$ cat src/rtl/rf_pkg.sv
// Shared sizing constants for the general-purpose register file.
package rf_pkg;

    localparam int unsigned DATA_W = 32;
    localparam int unsigned ADDR_W = 5;
    localparam int unsigned NREGS  = 2 ** ADDR_W;

    localparam logic [ADDR_W-1:0] RF_ZERO_IDX = '0;

endpackage

$ cat src/rtl/rf_write_decoder.sv
// One-hot write-enable decoder; the zero register can never be selected.
module rf_write_decoder
    import rf_pkg::*;
(
    input  logic [ADDR_W-1:0] ad_i,
    input  logic              we_i,
    output logic [NREGS-1:0]  wen_o
);

    always_comb begin
        wen_o = '0;
        if (we_i) begin
            wen_o[ad_i] = 1'b1;
        end
        wen_o[RF_ZERO_IDX] = 1'b0;
    end

endmodule

$ cat src/rtl/register_file.sv
// 32x32 register file: two combinational read ports, one synchronous write port.
module register_file
    import rf_pkg::*;
(
    input  logic              CLK,
    input  logic              reset,
    input  logic [ADDR_W-1:0] a1,
    input  logic [ADDR_W-1:0] a2,
    input  logic [ADDR_W-1:0] ad,
    input  logic [DATA_W-1:0] di,
    input  logic              we,
    output logic [DATA_W-1:0] do1,
    output logic [DATA_W-1:0] do2
);

    logic [NREGS-1:0]  wen;
    logic [DATA_W-1:0] regs_q [NREGS];

    rf_write_decoder u_wdec (
        .ad_i  (ad),
        .we_i  (we),
        .wen_o (wen)
    );

    always_ff @(posedge CLK or negedge reset) begin
        if (!reset) begin
            for (int unsigned i = 0; i < NREGS; i++) begin
                regs_q[i] <= '0;
            end
        end else begin
            for (int unsigned i = 0; i < NREGS; i++) begin
                if (wen[i]) begin
                    regs_q[i] <= di;
                end
            end
        end
    end

    // Address 0 is masked on read as well, so it is zero even before the first reset.
    always_comb begin
        do1 = (a1 == RF_ZERO_IDX) ? '0 : regs_q[a1];
        do2 = (a2 == RF_ZERO_IDX) ? '0 : regs_q[a2];
    end

endmodule

$ cat config.mk
export PLATFORM = sky130hd
export DESIGN_NAME = register_file
export DESIGN_NICKNAME = d
export VERILOG_FILES = /design/src/rtl/rf_pkg.sv /design/src/rtl/rf_write_decoder.sv /design/src/rtl/register_file.sv
export SDC_FILE = /design/constraint.sdc
export NUM_CORES = 2
export LEC_CHECK = 0
export ABC_AREA = 0
export BUFFER_PORTS_ARGS = -buffer_cell sky130_fd_sc_hd__buf_2
export CORE_ASPECT_RATIO = 0.9
export CORE_MARGIN = 2
export CORE_UTILIZATION = 45
export CTS_BUF_LIST = sky130_fd_sc_hd__clkbuf_8
export DETAILED_ROUTE_END_ITERATION = 10
export GPL_ROUTABILITY_DRIVEN = 0
export PLACE_DENSITY = 0.65
export SLEW_MARGIN = 10
export SYNTH_ARGS = -nofsm -noshare
export SYNTH_HDL_FRONTEND = slang
export SYNTH_HIERARCHICAL = 1
export SYNTH_SLANG_ARGS = --single-unit
$ cat constraint.sdc
create_clock -name CLK -period 4.1 [get_ports CLK]
set_input_delay 0.205 -clock CLK [delete_from_list [all_inputs] [get_ports CLK]]
set_output_delay 0.205 -clock CLK [all_outputs]
set_load 0.005 [all_outputs]
==> flow_summary_export.csv <==
group,metric,value,unit
floorplan,initial_core_util,45.2,%
floorplan,die_area,0.124,mm²
drt,first_iter_violations,3792,
clock_network,root_buffer,"clkbuf_8",
logic_synthesis,synth_most_common_cell,"mux2_2",
logic_synthesis,yosysTopAreaCellShare,47.1,%
finish,fillers,10200,
global_routing,track_usage,28.7,%
logic_synthesis,synthDistinctLibCells,48,
logic_synthesis,yosysTopAreaCell,"dfrtp_1",
timing,max_slew_margin,13.9,%
power,seq_power_share,46.9,%
job,drv_cap,0,
drt,drc,0,
drt,drtAntennaViolNets,0,
logic_synthesis,syn_area_per_cell,15.3,µm²
setup_path,path_max_fanout,3,
timing,drv_slew,0,
clock_network,post_cts_resized,0,
floorplan,fp.dieH,334,µm
clock_network,cts.htree.levels,4,
power,power,28900,µW
logic_synthesis,ys_ff_latch,1024,
drt,vias,35500,
placed_design,dp_hpwl,102000,µm
timing,fin_crit_sh,84.4,%
placed_design,port_buffers,113,
clock_network,insertion_delay,870,ps
timing,max_freq,0.289,GHz
drt,vias_per_cell,6.63,
drt,finalWirelength,176000,µm
clock_network,cts_buffers,176,
power,p_sw,8290,µW
floorplan,coreArea,0.121,mm²
clock_network,cts_sinks,1024,
hold_path,hold_class,"input port to asynchronous set/reset pin",
logic_synthesis,synth_seq_area_share,47.1,%
setup_path,cp-start-kind,"flop",
finish,drive_gt1_share,55.7,%
logic_synthesis,synth_nets,3597,
power,p_int,20600,µW
global_routing,grt_antenna_before_repair,14,
setup_path,critPathKind,"flop to output pin",
global_routing,grt_pass1_vias,36200,
timing,tightestPinTransition,1290,ps
finish,top_register,"regs_q",
power,vdd_drop_max,310,µV
setup_path,slowest_delay,780,ps
timing,fin_crit,3460,ps
timing,final-hold-violation-count,0,
floorplan,die_x,371,µm
timing,finalSetupViolations,0,
logic_synthesis,ys_warn_count,6,
setup_path,r2r_slack,3290,ps
finish,largest_reg_flops,1024,
clock_network,cts.clk_slew.worst_paths,60,ps
logic_synthesis,yosys-top-cells-area,"dfrtp_1, mux2_2, mux4_2",
setup_path,path_cells,"mux4_2 -> a22o_1 -> a2111oi_0 -> nor3_1 -> buf_2",
setup_path,crit_slowest_cell,"a2111oi_0",
timing,rsz0062_at_grt,"no",
global_routing,grt_first_pass_wirelength,259000,µm
timing,fin_setup_tns,0,ps
clock_network,cts_tree,"built",
clock_network,cts_max_path_buffers,3,
logic_synthesis,synthTopCellsByCount,"mux2_2, dfrtp_1, mux4_2",
floorplan,io_pins,114,
finish,area_growth,11.9,%
logic_synthesis,ys_async_sr_fraction,100,%
setup_path,endpoint_kind,"output pin",
setup_path,critPathArrivalTime,3260,ps
finish,top_regs,"regs_q: 1024 flops",
power,swShare,28.7,%
power,p_comb_share,21.0,%
power,p_clk_share,32.1,%
timing,skew,0,ps
logic_synthesis,synth-edff-count,0,
setup_path,worstPathRequired,3890,ps
global_routing,overflow,0,
finish,final_net_count,3661,
drt,routedWlPerCell,33.0,µm
logic_synthesis,synth_cells,3547,
drt,dr.pass1.iters,5,
logic_synthesis,ys.flop_type,"dfrtp_1",
run_status,outcome,"completed",
power,p_leak,0.0260,µW
floorplan,rows,121,
power,power_density,475,mW/mm²
logic_synthesis,syn_area,0.0544,mm²
global_routing,grt_max_degree,117,
-- layout by cell type, fill, tap and decap left out, types with 65 or more instances in the layout --
master       n
inv_1       65
buf_2      105
o22ai_1     74
buf_4      122
clkbuf_8   218
mux2_2    1053
mux4_2     467
dfrtp_1   1024
mux2i_1    159
-- cell type report --
cell class              instances  area (µm²)  share of cell area, %
well taps                    1599        2000                   3.28
inverters                       1        3.75                0.00616
diodes                          5        12.5                 0.0205
repair buffers                306        2660                   4.36
clock buffers                 216        2970                   4.88
clock inverters                93         478                  0.785
multi-input cells            2102       27200                   44.6
flip-flops and latches       1024       25600                   42.1
-- worst max-delay path, delay by kind of cell, from the launching register on --
kind / cells / cell delay, ps
multiplexers: 1 / 480
AO/OA/AOI/OAI: 2 / 1020
buffers and inverters: 1 / 210
AND/OR/NAND/NOR: 1 / 250
flip-flops: 1 / 400
-- timing repair --
action                                  CTS  global route
buffers inserted                          0             0
hold buffers                             34             0
endpoints found under the hold margin  1744             0
-- final timing paths --
path | from | endpoint | depth (start not counted)
setup reg to reg | regs_q[199] | regs_q[199] | 1
hold reg to reg | regs_q[597] | regs_q[597] | 1
min in group CLK | ad[3] | regs_q[44] | 4
hold / removal | reset | regs_q[195] | 3
setup / recovery | regs_q[543] | do2[31] | 5
max in group asynchronous | reset | regs_q[182] | 3
-- layer usage --
metal / up-vias / global-route usage [%] / share of wire (%)
met2: 1708 / 42.8 / 45
met5: - / 0 / 0.058
met4: 16 / 9.90 / 3.3
met3: 388 / 6.32 / 8.9
li1: 14000 / - / -
met1: 19300 / 41.7 / 43
-- power groups by stage --
stage / Combinational (µW) / Sequential, µW / Clock (µW)
CTS: 6060 / 13500 / 9430
detailed placement: 6010 / 13700 / 0
global placement: 5890 / 13600 / 0
global route: 6470 / 13800 / 9910
finish: 6070 / 13600 / 9270
floorplan: 4590 / 13100 / 0
-- cell families after synthesis --
family                 synth area share [%]
multiplexers                           44.0
flip-flops                             47.1
buffers and inverters                  3.53
AO/OA/AOI/OAI                          3.79
AND/OR/NAND/NOR                        1.57
other                               0.00689
-- through the flow --
step	instance area [µm²]	std cells	hold WS (ps)	util [%]	setup WS, ps
finish	60900	5346	133	50.6	640
floorplan	54400	3547	-90.6	-	2050
global route	60900	5344	145	50.5	599
detailed placement	57100	4998	287	47.4	722
global placement	57100	4998	283	47.4	792
CTS	60900	5341	78.2	50.5	577
Power figures use the tool's default switching activity.
